`src/rtl/adpll_pkg.sv`:
```
// Shared types and helpers for the ADPLL loop controller: PFD state encoding,
// phase-error saturation limit and a generic clamp used by the PI filter.
package adpll_pkg;

    typedef enum logic [1:0] {
        IDLE      = 2'd0,
        REF_AHEAD = 2'd1,
        FB_AHEAD  = 2'd2
    } pfd_state_e;

    localparam int DEF_ERR_WIDTH = 8;

    // Largest magnitude a signed error of the given width carries; the skew
    // counter saturates here and a missing edge reports this value.
    function automatic int err_max(input int err_width);
        return (1 << (err_width - 1)) - 1;
    endfunction

    localparam int DEF_ERR_MAX = err_max(DEF_ERR_WIDTH);

    // Saturate v into [lo, hi]; the control code must never wrap.
    function automatic int clamp(input int v, input int lo, input int hi);
        if (v < lo) return lo;
        if (v > hi) return hi;
        return v;
    endfunction

endpackage

```
`src/rtl/edge_sync.sv`:
```
// Two-flop synchroniser for an asynchronous clock input followed by an edge
// flop; emits a one-cycle pulse on each synchronised rising edge.
module edge_sync (
    input  logic clk_i,
    input  logic rst_i,
    input  logic d_i,
    output logic pulse_o
);

    logic sync1_q, sync1_d;
    logic sync2_q, sync2_d;
    logic edge_q,  edge_d;

    // Shift the raw input through the synchroniser and keep the previous level.
    always_comb begin
        sync1_d = d_i;
        sync2_d = sync1_q;
        edge_d  = sync2_q;
    end

    // Synchroniser and edge flops.
    // NOTE: sequential state uses non-blocking assignments so every flop samples pre-edge values.
    always_ff @(posedge clk_i or posedge rst_i) begin
        if (rst_i) begin
            sync1_q <= 1'b0;
            sync2_q <= 1'b0;
            edge_q  <= 1'b0;
        end else begin
            sync1_q <= sync1_d;
            sync2_q <= sync2_d;
            edge_q  <= edge_d;
        end
    end

    assign pulse_o = sync2_q & ~edge_q;

endmodule

```
`src/rtl/adpll_loop_ctrl.sv`:
```
// ADPLL loop controller: digital PFD measuring reference/feedback edge skew in
// fpga_clk_i cycles, a PI loop filter producing the DCO control code, and a
// lock detector.
module adpll_loop_ctrl
    import adpll_pkg::*;
#(
    parameter int WIDTH     = 4,
    parameter int ERR_WIDTH = 8,
    parameter int KP_SHIFT  = 2,
    parameter int KI_SHIFT  = 3,
    parameter int K_INIT    = 8,
    parameter int K_MIN     = 1,
    parameter int K_MAX     = 15,
    parameter int LOCK_TOL  = 2,
    parameter int LOCK_CNT  = 16
) (
    input  logic             fpga_clk_i,
    input  logic             reset_i,
    input  logic             enable_i,
    input  logic             ref_clk_i,
    input  logic             fb_clk_i,
    output logic [WIDTH-1:0] k_val_o,
    output logic             dco_en_o,
    output logic             locked_o
);

    localparam int CNT_W = ERR_WIDTH - 1;
    localparam int SUM_W = WIDTH + ERR_WIDTH + 1;
    localparam int LCK_W = $clog2(LOCK_CNT + 1);

    localparam logic        [CNT_W-1:0]     CNT_MAX     = CNT_W'(err_max(ERR_WIDTH));
    localparam logic signed [ERR_WIDTH-1:0] ERR_POS_MAX = ERR_WIDTH'(err_max(ERR_WIDTH));
    localparam logic signed [ERR_WIDTH-1:0] ERR_NEG_MAX = -ERR_POS_MAX;
    localparam logic        [LCK_W-1:0]     LOCK_FULL   = LCK_W'(LOCK_CNT);

    logic ref_p, fb_p;

    pfd_state_e                   state_q, state_d;
    logic        [CNT_W-1:0]      cnt_q, cnt_d, cnt_inc;
    logic signed [ERR_WIDTH-1:0]  err_q, err_d, cnt_err;
    logic                         upd_q, upd_d;

    logic        [WIDTH-1:0]      integ_q, integ_d, integ_new;
    logic        [WIDTH-1:0]      k_val_q, k_val_d;
    logic signed [SUM_W-1:0]      err_ext, integ_sum, k_sum;

    logic        [ERR_WIDTH-1:0]  err_abs;
    logic                         in_tol;
    logic        [LCK_W-1:0]      lock_ctr_q, lock_ctr_d;
    logic                         locked_q, locked_d;
    logic                         dco_en_q, dco_en_d;

    edge_sync u_ref_sync (.clk_i(fpga_clk_i), .rst_i(reset_i), .d_i(ref_clk_i), .pulse_o(ref_p));
    edge_sync u_fb_sync  (.clk_i(fpga_clk_i), .rst_i(reset_i), .d_i(fb_clk_i),  .pulse_o(fb_p));

    // PFD next state: track which edge arrived first and emit a skew update.
    always_comb begin
        // NOTE: every output gets a default first so no path leaves a latch behind.
        state_d = state_q;
        cnt_d   = cnt_q;
        err_d   = '0;
        upd_d   = 1'b0;
        cnt_inc = (cnt_q == CNT_MAX) ? cnt_q : cnt_q + 1'b1;
        cnt_err = signed'({1'b0, cnt_q});
        if (!enable_i) begin
            state_d = IDLE;
            cnt_d   = '0;
        end else begin
            unique case (state_q)
                IDLE: begin
                    if (ref_p && fb_p) begin
                        upd_d = 1'b1;
                    end else if (ref_p) begin
                        state_d = REF_AHEAD;
                        cnt_d   = CNT_W'(1);
                    end else if (fb_p) begin
                        state_d = FB_AHEAD;
                        cnt_d   = CNT_W'(1);
                    end
                end
                REF_AHEAD: begin
                    if (fb_p) begin
                        upd_d   = 1'b1;
                        err_d   = cnt_err;
                        state_d = IDLE;
                        cnt_d   = '0;
                    end else if (ref_p) begin
                        // Second reference edge before any feedback: frequency error.
                        upd_d = 1'b1;
                        err_d = ERR_POS_MAX;
                        cnt_d = CNT_W'(1);
                    end else begin
                        cnt_d = cnt_inc;
                    end
                end
                FB_AHEAD: begin
                    if (ref_p) begin
                        upd_d   = 1'b1;
                        err_d   = -cnt_err;
                        state_d = IDLE;
                        cnt_d   = '0;
                    end else if (fb_p) begin
                        upd_d = 1'b1;
                        err_d = ERR_NEG_MAX;
                        cnt_d = CNT_W'(1);
                    end else begin
                        cnt_d = cnt_inc;
                    end
                end
                default: begin
                    state_d = IDLE;
                    cnt_d   = '0;
                end
            endcase
        end
    end

    // PFD state, skew counter and registered update strobe.
    always_ff @(posedge fpga_clk_i or posedge reset_i) begin
        if (reset_i) begin
            state_q <= IDLE;
            cnt_q   <= '0;
            err_q   <= '0;
            upd_q   <= 1'b0;
        end else begin
            state_q <= state_d;
            cnt_q   <= cnt_d;
            err_q   <= err_d;
            upd_q   <= upd_d;
        end
    end

    // PI filter: integrator and output code, both saturated to [K_MIN, K_MAX].
    always_comb begin
        err_ext   = SUM_W'(err_q);
        integ_sum = signed'(SUM_W'(integ_q)) + (err_ext >>> KI_SHIFT);
        integ_new = WIDTH'(clamp(int'(integ_sum), K_MIN, K_MAX));
        k_sum     = signed'(SUM_W'(integ_new)) + (err_ext >>> KP_SHIFT);
        integ_d   = integ_q;
        k_val_d   = k_val_q;
        if (enable_i && upd_q) begin
            integ_d = integ_new;
            k_val_d = WIDTH'(clamp(int'(k_sum), K_MIN, K_MAX));
        end
    end

    // Lock detector: count consecutive in-tolerance updates, drop on any miss.
    always_comb begin
        err_abs    = err_q[ERR_WIDTH-1] ? $unsigned(-err_q) : $unsigned(err_q);
        in_tol     = (err_abs <= ERR_WIDTH'(LOCK_TOL));
        lock_ctr_d = lock_ctr_q;
        locked_d   = locked_q;
        dco_en_d   = enable_i;
        if (!enable_i) begin
            lock_ctr_d = '0;
            locked_d   = 1'b0;
        end else if (upd_q) begin
            if (in_tol) begin
                lock_ctr_d = (lock_ctr_q == LOCK_FULL) ? lock_ctr_q : lock_ctr_q + 1'b1;
            end else begin
                lock_ctr_d = '0;
            end
            locked_d = (lock_ctr_d == LOCK_FULL);
        end
    end

    // Filter, lock and DCO-enable registers.
    always_ff @(posedge fpga_clk_i or posedge reset_i) begin
        if (reset_i) begin
            integ_q    <= WIDTH'(K_INIT);
            k_val_q    <= WIDTH'(K_INIT);
            lock_ctr_q <= '0;
            locked_q   <= 1'b0;
            dco_en_q   <= 1'b0;
        end else begin
            integ_q    <= integ_d;
            k_val_q    <= k_val_d;
            lock_ctr_q <= lock_ctr_d;
            locked_q   <= locked_d;
            dco_en_q   <= dco_en_d;
        end
    end

    assign k_val_o  = k_val_q;
    assign locked_o = locked_q;
    assign dco_en_o = dco_en_q;

endmodule

```
`config.mk`:
```
export PLATFORM = sky130hd
export DESIGN_NAME = adpll_loop_ctrl
export DESIGN_NICKNAME = d
export VERILOG_FILES = /design/src/rtl/adpll_pkg.sv /design/src/rtl/edge_sync.sv /design/src/rtl/adpll_loop_ctrl.sv
export SDC_FILE = /design/constraint.sdc
export NUM_CORES = 1
export LEC_CHECK = 0
export CORE_MARGIN = 2
export CORE_UTILIZATION = 45
export DETAILED_ROUTE_END_ITERATION = 10
export GPL_TIMING_DRIVEN = 0
export PLACE_DENSITY = 0.66
export SYNTH_ARGS = -nofsm -noshare
export SYNTH_HDL_FRONTEND = slang
export SYNTH_HIERARCHICAL = 1
export SYNTH_SLANG_ARGS = --single-unit
export TNS_END_PERCENT = 20
```
`constraint.sdc`:
```
create_clock -name fpga_clk_i -period 5.4 [get_ports fpga_clk_i]
set_input_delay 1.08 -clock fpga_clk_i [delete_from_list [all_inputs] [get_ports fpga_clk_i]]
set_output_delay 1.08 -clock fpga_clk_i [all_outputs]
set_load 0.01 [all_outputs]
```
======== After elaboration in Yosys (flattened, before gate mapping) ========
Cells that the tools add are included.
storage, ports and cells
  bits in registers ....................... 39
  bits of input ports ..................... 5
  output and inout port bits .............. 6
  word-level logic and storage cells ...... 100
operators by class
  $add $sub $neg .......................... 6
  $lt $le $gt $ge ......................... 5
  equal/unequal tests ..................... 10
  muxes and demuxes ....................... 55
  bitwise logic cells ..................... 4
  reduce and logical (&&, ||, !) cells .... 5
operators with widths
  kind                                                                   number
  7-bit two-way mux                                                      11
  8-bit two-way mux                                                      4
  5-bit two-way mux                                                      6
  4-bit two-way mux                                                      6
  7-bit one-hot mux with 3 select lines                                  1
  1-bit two-way mux                                                      18
  8-bit one-hot mux with 2 select lines                                  1
  2-bit two-way mux                                                      6
  5-bit equality test, second input constant                             2
  3-bit inequality test, second input constant                           3
  8-bit by 2-bit <= comparator with 1-bit output, second input constant  1
  7-bit negator with 8-bit output                                        1
  8-bit negator                                                          1
  5-bit by 6-bit adder with 7-bit output                                 1
  7-bit by 1-bit adder with 7-bit output, second input constant          1
  7-bit equality test, second input constant                             1
  7-bit by 5-bit > comparator with 1-bit output, second input constant   1
  7-bit by 2-bit < comparator with 1-bit output, second input constant   1
  5-bit by 5-bit adder with 6-bit output                                 1
  6-bit by 5-bit > comparator with 1-bit output, second input constant   1
  6-bit by 2-bit < comparator with 1-bit output, second input constant   1
  2-bit one-hot mux with 3 select lines                                  1
  5-bit by 1-bit adder with 5-bit output, second input constant          1
  4-bit inequality test, second input constant                           1
  other kinds (10)                                                       13

======== Longest topological paths before layout ========
Gate-level depths: netlist of the first run.
  word-level depth ........................ 14
  mapped depth ............................ 14
  mapped depth without buffers ............ 14

======== Modules after synthesis ========
The synthesis of the first run kept the hierarchy.
modules (own cells, without submodules)
  module           instances  cells each  area an instance (sq um)  sequential area each (sq um)
  adpll_loop_ctrl  1          290         2526.2                    828.3
  edge_sync        2          5           92.6                      75.1

======== Least setup slack after synthesis of the first run ========
No wires, ideal clock.
  kind .................................... register -> register
  start ................................... register err_q[3]
  end ..................................... register k_val_q[2] (netlist: k_val_o[2])
  arrival time ............................ 3.040 ns
  required time ........................... 5.264 ns
  slack ................................... 2.224 ns
  stages on the path, launching flop included .. 15
  buffers on the path ..................... 0
  clock period less this slack ............ 3.176 ns
  path through ............................ dfrtp_1 > ha_1 > fa_1 > a21o_1 > a21oi_2 > o21ba_2 > o311ai_4 > ha_1 > inv_1 > fa_1 > nor2b_4 > or2_1 > a2111o_1 > nand4b_1 > o311ai_1
on the way
  cells in the longest elaborated chain, start to end .. 13
RTL lines
  item                                                                                                            line                              source
  start, declared                                                                                                 adpll_loop_ctrl.sv:40             logic signed [ERR_WIDTH-1:0] err_q, err_d, cnt_err;
  start signal, assigned                                                                                          adpll_loop_ctrl.sv:128            err_q <= err_d;
  5-bit by 5-bit adder with 6-bit output (*)                                                                      adpll_loop_ctrl.sv:136            integ_sum = signed'(SUM_W'(integ_q)) + (err_ext >>> KI_SHIFT);
  6-bit by 2-bit < comparator with 1-bit output or 6-bit by 5-bit > comparator with 1-bit output (tied branches)  adpll_pkg.sv:23, adpll_pkg.sv:24
  1-bit two-way mux, on equally long branches                                                                     adpll_pkg.sv:23, adpll_pkg.sv:24
  4-bit two-way mux or 1-bit two-way mux (tied branches)                                                          adpll_pkg.sv:24                   if (v > hi) return hi;
  4-bit two-way mux                                                                                               adpll_pkg.sv:25                   return v;
  4-bit two-way mux (*)                                                                                           adpll_pkg.sv:24
  via integ_new[0]                                                                                                adpll_loop_ctrl.sv:43             logic [WIDTH-1:0] integ_q, integ_d, integ_new;
  5-bit by 6-bit adder with 7-bit output (*)                                                                      adpll_loop_ctrl.sv:138            k_sum = signed'(SUM_W'(integ_new)) + (err_ext >>> KP_SHIFT);
  7-bit by 5-bit > comparator with 1-bit output                                                                   adpll_pkg.sv:24
  1-bit two-way mux (2 in a row)                                                                                  adpll_pkg.sv:24
  1-bit two-way mux                                                                                               adpll_loop_ctrl.sv:141            if (enable_i && upd_q) begin
  4-bit two-way mux                                                                                               adpll_pkg.sv:25
  4-bit two-way mux (*)                                                                                           adpll_pkg.sv:24
  end signal, assigned                                                                                            adpll_loop_ctrl.sv:171            k_val_q <= WIDTH'(K_INIT);
  end signal, assigned                                                                                            adpll_loop_ctrl.sv:177            k_val_q <= k_val_d;
  end, declared                                                                                                   adpll_loop_ctrl.sv:44             logic [WIDTH-1:0] k_val_q, k_val_d;
The timed path passes the listed nets; every way through them passes the cells marked *. The select of a mux whose other input is x is not followed.
A chain may end at the register's enable or synchronous reset.

======== Worst setup path after layout of the first run ========
Same ends and word-level chain as after synthesis.

==> impl_results.md, run 1 <==
- Final Wtd Congestion: approximately 0.86
- Die area: 0.00666 mm^2
- Share of layout cells above drive strength 1: between 10% and 20%
- Clock sinks: 39
- Layout area overhead: 9.97%
- Max IR drop VDD: roughly 0.00024 V
- Final min period: 3.52 ns
- Clock slew at reported path FFs: approximately 0.08 ns
- Via/cell ratio: 5.63
- Post-CTS sizing: 0
- Hold Buf Count CTS: 0
- Initial Util: around 46%
- Top cells by area, synth: dfrtp_1, ha_1, nor2_1
- Rel. slew slack: ~53%
- Period utilization: 65.1%
- Lkg Pwr: 1.24 nW
- Routed Antenna Nets: 0
- Main flop type after synthesis: dfrtp_1
- Final Hold Vio Count: 0
- Status: finished clean
- Row count: 28
- H-tree depth: 2
- Clock Latency Late Sink: ~0.29 ns
- Area of the core: approximately 0.006 mm^2
- Flops & latches, synth: 39
- Total grt overflow: 0
- Critical path launch point type: flop
- Family with the most delay on the worst path: compound AO/OA/AOI/OAI gates
- CP peak stage delay: between 0.4 and 0.5 ns
- Hpwl dp: slightly above 4000 um
- Antenna Cells: 0
- Least-Margin Pin Slew: 0.701 ns
- Synth cell types: 65
- Worst endpoint required time: 5.56 ns
- # setup viols final: 0
- DRT Pass-1 Iters: 4
- Top cell type's share of synthesized area: about a third
- Largest net degree at the start of global routing: 34
- Crit path arrival time: 3.68 ns
- DRC: 0
- Initial antenna violation count: 0
- Max Cap Violations: 0
- CTS tree: built
- Fill cells: ~560
- Die Wd: ~82 um
- Synth area leader: dfrtp_1
- DR iter-0 viols: 74
- Routed WL: 5510 um
- Via count: roughly 2,200
- Met2 GRT Util: between 30% and 40%
- Die Ht: just over 80 um
- Crit path capture type: flop
- Fraction of registers with async set/reset: between 90% and 100%
- Pwr per Cell Area: between 300 and 400 mW/mm^2
- Post-synth EDFFs: 0
- GRT Resource Usage Total: around a fifth
- Met3 Usage GRT: 4.07%
- CP cell instances: ha_1 > fa_1 > a21o_1 > a21oi_2 > o21ba_2 > o311ai_4 > ha_1 > inv_1 > fa_1 > nor2b_4 > or2_1 > a2111o_1 > nand4b_1 > o311ai_1
- Setup bufs post-CTS: 0
- Clk root buf: clkbuf_8
- First-pass GRT wire length: about 9700 um
- Setup TNS: 0 ns
- Layout Nets: around 340
- Post-synthesis sequential area ratio: between 30% and 40%
- Busiest grt layer: met2
- Worst Hold Class: reg2reg
- DR WL/cell: 14.1 um
- Crit-path slowest cell: dfrtp_1
- CTS Buffer Depth: 2
- Synthesized cell area: between 0.002 and 0.003 mm^2
- Most common cell after layout, fill and taps aside: dfrtp_1
- Met1 Use GR: approximately a quarter
- Synthesized area per cell: between 9 and 10 um^2
- IO buf count: 10
- I/O Pins: 11
- Commonest cells after routing, fill and taps aside: dfrtp_1, nor2_1, inv_1, nand2_1, ha_1
- Dpl ws: between 1.5 and 2 ns
- CP Buf/Inv Count: 1
- CP max FO: 5
- Crit Path Category: reg2reg
- PnR worst setup slack: 1.88 ns
- TritonCTS Buffers: 5
- Post-synthesis cell count: 300
- Setup Skew: about 0.0055 ns
- Vias in the first global route: 2,082
- Warning count from the yosys run: 6
- Unrepaired setup endpoints after global routing: false
- Max Slew Vio Count: 0
- Fmax: around 280 MHz
- Net Count, Synth: roughly 320
-- flip-flops by register name, summed over array words and instances, names as in the netlist, 2 cells and up --
signal      count
state_q         2
k_val_o         4
integ_q         4
cnt_q           7
lock_ctr_q      5
err_q           8
-- final cells by class --
type,count,area [um^2],area share [%]
repair buffers,10,100,3.36
flip-flops and latches,39,978,32.8
inverters,22,82.6,2.77
well taps,75,93.8,3.15
plain buffers,13,82.6,2.77
multi-input cells,226,1570,52.6
clock buffers,7,76.3,2.56
-- worst paths after layout --
kind / from / to / slack [ns] / cells past startpoint
hold reg to reg: u_ref_sync/sync1_q / u_ref_sync/edge_d / 0.35 / 0
setup / recovery: err_q[3] / k_val_o[2] / 1.88 / 14
min in group asynchronous: reset_i / u_fb_sync/edge_d / 1.03 / 2
setup reg to reg: err_q[3] / k_val_o[2] / 1.88 / 14
hold / removal: u_ref_sync/sync1_q / u_ref_sync/edge_d / 0.35 / 0
max in group asynchronous: reset_i / integ_q[0] / 3.67 / 2
-- synth_stat cells, drive strengths merged, types with 3 or more instances --
master  instances
o211ai          3
a221oi          3
dfrtp          37
nand2b          3
xnor2           5
nor3           12
nand3          16
nor2           33
inv            22
or2             4
o22ai           4
mux2            3
nor2b           6
o21ai          17
or3             3
buf             9
nand2          21
a211oi          8
ha             17
clkbuf          4
o31ai           3
nand4b          3
a21o            3
a31oi           6
a31o            3
a21oi          18
-- worst reg2reg max path, cell delays in order (launching register included) --
cell and delay (ns):
dfrtp_1 0.45, ha_1 0.26, fa_1 0.40, a21o_1 0.22
a21oi_2 0.22, o21ba_2 0.19, o311ai_4 0.10, ha_1 0.24
inv_1 0.08, fa_1 0.25, nor2b_4 0.07, or2_1 0.24
a2111o_1 0.43, nand4b_1 0.12, o311ai_1 0.12
-- where the power goes --
part           switching, mW  internal [mW]
sequential            0.0362          0.338
combinational          0.252          0.182
clock                  0.102         0.0892
total                  0.391          0.609
-- layer usage --
| metal | up-vias | wire, um |
|---|---|---|
| met3 | 8 | 134 |
| met1 | 1050 | 2680 |
| met4 | 0 | 65 |
| met2 | 26 | 2630 |
| met5 | - | 0 |
| li1 | 1124 | - |
-- stage by stage --
step	hold slack (ns)	utilization, %	power, mW	instances	cell area (um^2)
floorplan	0.331	-	0.706	300	2710
global placement	0.334	49.4	0.804	385	2910
detailed placement	0.337	49.4	0.811	385	2910
CTS	0.354	50.7	1.00	392	2980
global route	0.373	50.7	1.09	392	2980
finish	0.352	50.7	1.00	392	2980
-- kinds of logic (layout without fill, tap and decap cells) --
family / count (synthesis) / in the layout / share of synthesized area, %
mux: 4 / 4 / 1.62
fa+ha+maj: 19 / 19 / 9.32
compound gates: 84 / 84 / 22.7
buf+inv: 35 / 52 / 6.09
simple gates: 112 / 112 / 22.0
flops: 39 / 39 / 36.1
xor+xnor: 7 / 7 / 2.26
Power figures use the tool's default switching activity.
==> inputs of run 2 (changes only) <==
- PLACE_DENSITY: 0.66 -> 0.68
- clock period: 5.4 -> 3.2 ns (I/O delays scaled with it)
==> run 2 against run 1 <==
Cell area is 6.1% higher. Routed wire length grew 1.9%. Cell count increased by 1.8%. Global-route usage is 0.73 points lower. Sequential cell count is the same. Largest power group unchanged. Highest routed layer unchanged.
==> impl_results.md, run 2 (synthesized netlist as in run 1, its figures left out) <==
- Max Cap Violations: 0 (unchanged)
- TritonCTS Buffers: 5 (unchanged)
- Clock Latency Late Sink: 0.29 ns (about the same)
- Clk root buf: clkbuf_8
- Worst endpoint required time: 3.40 ns (-2.16 ns)
- Critical Path Source: err_q[3]
- Row count: 28 (unchanged)
- DR iter-0 viols: 83 (+12%)
- Initial Util: 46.1% (unchanged)
- Largest net degree at the start of global routing: 34 (unchanged)
- Worst Hold Launch: u_fb_sync/sync1_q
- CTS Buffer Depth: 2 (unchanged)
- Via count: 2,244 (+1.6%)
- Share of layout cells above drive strength 1: 19.8% (+7.1 points)
- Multi-input combinational cell area: 0.00165 mm^2 (+5.3%)
- Hpwl dp: 4110 um (+0.48%)
- Top routing layer in use: met4
- Routed WL: 5610 um (+1.9%)
- Area of the core: 0.00589 mm^2 (unchanged)
- Initial antenna violation count: 0 (unchanged)
- Least-Margin Pin Slew: 0.444 ns (-0.257 ns)
- Most common cell after layout, fill and taps aside: dfrtp_1
- Worst r2r src: err_q[3]
- DR WL met2: 2720 um (+3.4%)
- Final Wtd Congestion: 0.827 (-3.8%)
- Hold Buf Count CTS: 0 (unchanged)
- Crit Path Category: reg2reg
- Vias in the first global route: 2,070 (-0.58%)
- Routed Antenna Nets: 0 (unchanged)
- Fmax: 315 MHz (+11%)
- Sequential standard cell area: 981 um^2 (+0.26%)
- Final Hold Vio Count: 0 (unchanged)
- Final min period: 3.17 ns (-0.345 ns)
- IO buf count: 10 (unchanged)
- DR WL/cell: 14.1 um (about the same)
- # placed instances: 385 (unchanged)
- # setup viols final: 0 (unchanged)
- Fill cells: 543 (-3.7%)
- Status: finished clean
- GRT Resource Usage Total: 18.2% (-0.73 points)
- Unrepaired setup endpoints after global routing: true
- Top flop regs: err_q: 8 flops, cnt_q: 7 flops, lock_ctr_q: 5 flops
- Finished Cell Area: 0.00316 mm^2 (+6.1%)
- Period utilization: 99.1% (+34 points)
- Antenna Cells: 0 (unchanged)
- Most flops, register: err_q
- Commonest cells after routing, fill and taps aside: dfrtp_1, nor2_1, nand2_1, inv_1, a21oi_1
- Critical path launch point type: flop
- Crit path arrival time: 3.37 ns (-0.31 ns)
- M1 WL: 2690 um (+0.37%)
- Die Ht: 81.6 um (unchanged)
- Layout Nets: 347 (+1.8%)
- Lkg Pwr: 1.31 nW (+5.5%)
- DRC: 0 (unchanged)
- Die Wd: 81.6 um (unchanged)
- I/O Pins: 11 (unchanged)
- Worst Hold Class: reg2reg
- Layout area overhead: 16.7%
- First-pass GRT wire length: 9440 um (-2.7%)
- Pwr per Cell Area: 585 mW/mm^2 (+74%)
- Clock slew at reported path FFs: 0.08 ns (about the same)
- Design Power: 1.85 mW (+85%)
- DRT Pass-1 Iters: 4 (unchanged)
- Non-Filler Instances: 399 (+1.8%)
- CP max FO: 4 (-1)
- Rel. slew slack: 70.4% (+17 points)
- Max reg flops: 8 (unchanged)
- CTS tree: built
- Area of placed instances: 0.00291 mm^2 (unchanged)
- Clock sinks: 39 (unchanged)
- Via/cell ratio: 5.62 (-0.15%)
- Die area: 0.00666 mm^2 (unchanged)
- Crit path capture type: flop
- Setup Skew: 0.0117 ns (+0.00618 ns)
- Max Slew Vio Count: 0 (unchanged)
- H-tree depth: 2 (unchanged)
- Max IR drop VDD: 0.000316 V (+34%)
- Metal3 WL: 127 um (-5.2%)
- Total grt overflow: 0 (unchanged)
==> run 2: worst max-delay path, cell delays in order (launching register included) <==
cell and delay, ns:
dfrtp_2 0.43, ha_4 0.17, fa_2 0.35, a21o_1 0.25, buf_4 0.15, nand2_1 0.07
o21ai_2 0.07, o311ai_4 0.11, ha_2 0.24, inv_2 0.04, fa_2 0.38, nor2b_4 0.17
or2_4 0.16, a41oi_2 0.16, nand4b_1 0.24, o311ai_1 0.11
==> run 2: timing repair <==
item | in CTS | in global routing
resized for setup | 11 | 7
endpoints found under the setup margin | 4 | 4
buffers inserted | 5 | 1
pin swaps | 8 | 2
==> run 2: power breakdown <==
group | switching, mW | total (mW) | internal, mW
Combinational | 0.454 | 0.802 | 0.348
Clock | 0.180 | 0.412 | 0.232
Sequential | 0.0646 | 0.636 | 0.571
==> run 2: through the flow <==
stage | hold WS (ns) | TNS, ns | utilization [%] | setup slack [ns]
floorplan | 0.331 | 0 | - | 0.0236
global placement | 0.334 | -0.828 | 49.4 | -0.263
detailed placement | 0.338 | -0.925 | 49.4 | -0.288
CTS | 0.358 | 0 | 52.6 | 0.0112
global route | 0.376 | -0.415 | 53.8 | -0.122
finish | 0.356 | 0 | 53.8 | 0.0291
==> run 2: worst paths after layout <==
| path | to | cells after the start | slack [ns] |
|---|---|---|---|
| worst max-delay path | k_val_o[2] | 15 | 0.03 |
| worst min-delay path | u_fb_sync/edge_d | 0 | 0.36 |
| worst max register to register | k_val_o[2] | 15 | 0.03 |
| worst min register to register | u_fb_sync/edge_d | 0 | 0.36 |
| max in group asynchronous | integ_q[3] | 3 | 2.07 |
| min in group asynchronous | u_fb_sync/sync1_q | 2 | 0.57 |
==> run 2: routing by layer <==
| layer | up-vias | global-route usage, % |
|---|---|---|
| li1 | 1145 | - |
| met1 | 1061 | 24.1 |
| met2 | 29 | 30.0 |
| met3 | 9 | 2.97 |
| met4 | 0 | 6.67 |
| met5 | - | 0 |
==> run 2: area by class of cell <==
cell class / count / area share (%)
tap: 75 / 2.97
clock inverter: 3 / 1.38
inverter: 22 / 2.61
multi-input combinational: 226 / 52.2
timing repair buffer: 17 / 5.22
sequential: 39 / 31.0
clock buffer: 5 / 2.17
buffer: 12 / 2.49
==> inputs of run 3 (changes only) <==
- CAP_MARGIN: unset -> 20
==> run 3 against run 2 <==
The flow now finishes with violations (setup timing). Fmax shrank 1.6%. Die area is the same. Combinational power shrank 2%. Largest cell class unchanged.
==> impl_results.md, run 3 (synthesized netlist as in run 1, its figures left out) <==
- CP Buf/Inv Count: 0 (-2)
- TritonCTS Buffers: 5 (unchanged)
- Total grt overflow: 0 (unchanged)
- Setup TNS: -0.0337 ns (-0.0337 ns)
- Least-Margin Pin Slew: 0.491 ns (+0.0477 ns)
- Clk root buf: clkbuf_8
- IO buf count: 10 (unchanged)
- Worst Hold Launch: u_fb_sync/sync1_q
- Top flop regs: err_q: 8 flops, cnt_q: 7 flops, lock_ctr_q: 5 flops
- Area of the core: 0.00589 mm^2 (unchanged)
- Most flops, register: err_q
- Fmax: 310 MHz (-1.6%)
- CTS Buffer Depth: 2 (unchanged)
- Most common cell after layout, fill and taps aside: dfrtp_1
- CP peak stage delay: 0.41 ns (-0.02 ns)
- Initial Util: 46.1% (unchanged)
- Layout Nets: 347 (unchanged)
- Clock slew at reported path FFs: 0.08 ns (about the same)
- Crit path arrival time: 3.40 ns (+0.03 ns)
- Failing checks: setup timing
- Routed WL: 5690 um (+1.4%)
- Worst Hold Class: reg2reg
- Final Hold Vio Count: 0 (unchanged)
- Max IR drop VDD: 0.000305 V (-3.3%)
- I/O Pins: 11 (unchanged)
- First-pass GRT wire length: 9890 um (+4.8%)
- Hold Buf Count CTS: 0 (unchanged)
- Lkg Pwr: 1.32 nW (+0.82%)
- FF-to-FF path depth: 12 (-3)
- DRT Pass-1 Iters: 4 (unchanged)
- Via/cell ratio: 5.68 (+0.94%)
- Largest net degree at the start of global routing: 24 (-29%)
- Status: finished with violations
- Antenna Cells: 0 (unchanged)
- Commonest cells after routing, fill and taps aside: dfrtp_1, nor2_1, inv_1, nand2_1, a21oi_1
- Die Ht: 81.6 um (unchanged)
- DRC: 0 (unchanged)
- Layout area overhead: 17.0%
- Setup Skew: 0.0109 ns (-0.000774 ns)
- # setup viols final: 2 (+2)
- Critical path launch point type: flop
- CTS tree: built
- Rel. slew slack: 67.2% (-3.2 points)
- Critical Path Source: err_q[3]
- Clock sinks: 39 (unchanged)
- Die Wd: 81.6 um (unchanged)
- Initial antenna violation count: 0 (unchanged)
- Max Cap Violations: 0 (unchanged)
- Worst r2r src: err_q[3]
- Via count: 2,265 (+0.94%)
- DR WL/cell: 14.3 um (+1.4%)
- Max Slew Vio Count: 0 (unchanged)
- GRT Resource Usage Total: 19.3% (+1.1 points)
- Routed Antenna Nets: 0 (unchanged)
- Row count: 28 (unchanged)
- Worst path depth: 12 (-3)
- Vias in the first global route: 2,100 (+1.4%)
- CP max FO: 7 (+3)
- Crit-path slowest cell: dfrtp_2
- PnR worst setup slack: -0.0215 ns (-0.0506 ns)
- Family with the most delay on the worst path: compound AO/OA/AOI/OAI gates
- Die area: 0.00666 mm^2 (unchanged)
- Final Wtd Congestion: 0.827 (unchanged)
- Crit path capture type: flop
- CP cell instances: ha_2 > fa_2 > a21o_1 > a21oi_2 > nor3_1 > a211oi_2 > ha_4 > nor2b_4 > or2_4 > a2111o_1 > nand4b_1 > o311ai_1
- Final min period: 3.22 ns (+0.0506 ns)
- Hpwl dp: 4200 um (+2.2%)
- Clock Latency Late Sink: 0.30 ns (about the same)
- H-tree depth: 2 (unchanged)
- WHS Path Cells: 0 (unchanged)
- Worst hold margin: 0.354 ns (-0.00241 ns)
- Pwr per Cell Area: 602 mW/mm^2 (+2.9%)
- Share of layout cells above drive strength 1: 19.4% (-0.31 points)
- DR iter-0 viols: 62 (-25%)
- Worst endpoint required time: 3.38 ns (-0.02 ns)
- Reg-to-reg slack, setup: -0.02 ns (-0.05 ns)
- Unrepaired setup endpoints after global routing: true
- Crit Path Category: reg2reg
- Dpl ws: -0.279 ns (+0.00986 ns)
- Period utilization: 101% (+1.6 points)
- Max reg flops: 8 (unchanged)
run 3: through the flow:
step,utilization [%],power [mW],std cells,cell area (um^2)
5_1_grt,53.9,2.04,399,3170
6_report,53.9,1.91,399,3170
4_1_cts,53.5,1.90,399,3150
3_3_place_gp,49.4,1.36,385,2910
2_1_floorplan,-,1.19,300,2710
3_5_place_dp,49.8,1.38,386,2930
run 3: path summary, 6_finish.rpt:
check / end
worst max register to register: k_val_o[2]
worst min-delay path: u_fb_sync/edge_d
min in group asynchronous: u_fb_sync/edge_q
max in group asynchronous: integ_q[3]
worst max-delay path: k_val_o[2]
worst min register to register: u_fb_sync/edge_d
run 3: where the power goes:
group          internal [mW]  switching [mW]
clock network          0.311           0.181
registers              0.571          0.0605
logic                  0.336           0.448
total                   1.22           0.690
run 3: repair_timing:
| item | in CTS | in global routing |
|---|---|---|
| pin swaps | 6 | 1 |
| setup buffers | 5 | 0 |
| setup endpoints to repair | 4 | 4 |
| gates resized for setup | 12 | 4 |
run 3: worst reg2reg max path, stage by stage, from the launching register on:
cell and delay (ns):
dfrtp_2 0.41, ha_2 0.20, fa_2 0.35, a21o_1 0.23, a21oi_2 0.22, nor3_1 0.09
a211oi_2 0.36, ha_4 0.28, nor2b_4 0.14, or2_4 0.24, a2111o_1 0.37, nand4b_1 0.12
o311ai_1 0.11
run 3: per-layer routing:
layer  wire length [um]  track usage, %
met5                  0               0
met1               2680            24.8
met4                123            7.00
met2               2740            32.1
met3                151            4.07
run 3: cell type report:
type | count | area [um^2]
well taps | 75 | 93.8
fillers | 533 | 2710
clock buffers | 5 | 68.8
inverters | 22 | 82.6
plain buffers | 13 | 83.8
clock inverters | 3 | 67.6
repair buffers | 16 | 165
multi-input cells | 226 | 1630
flip-flops and latches | 39 | 981
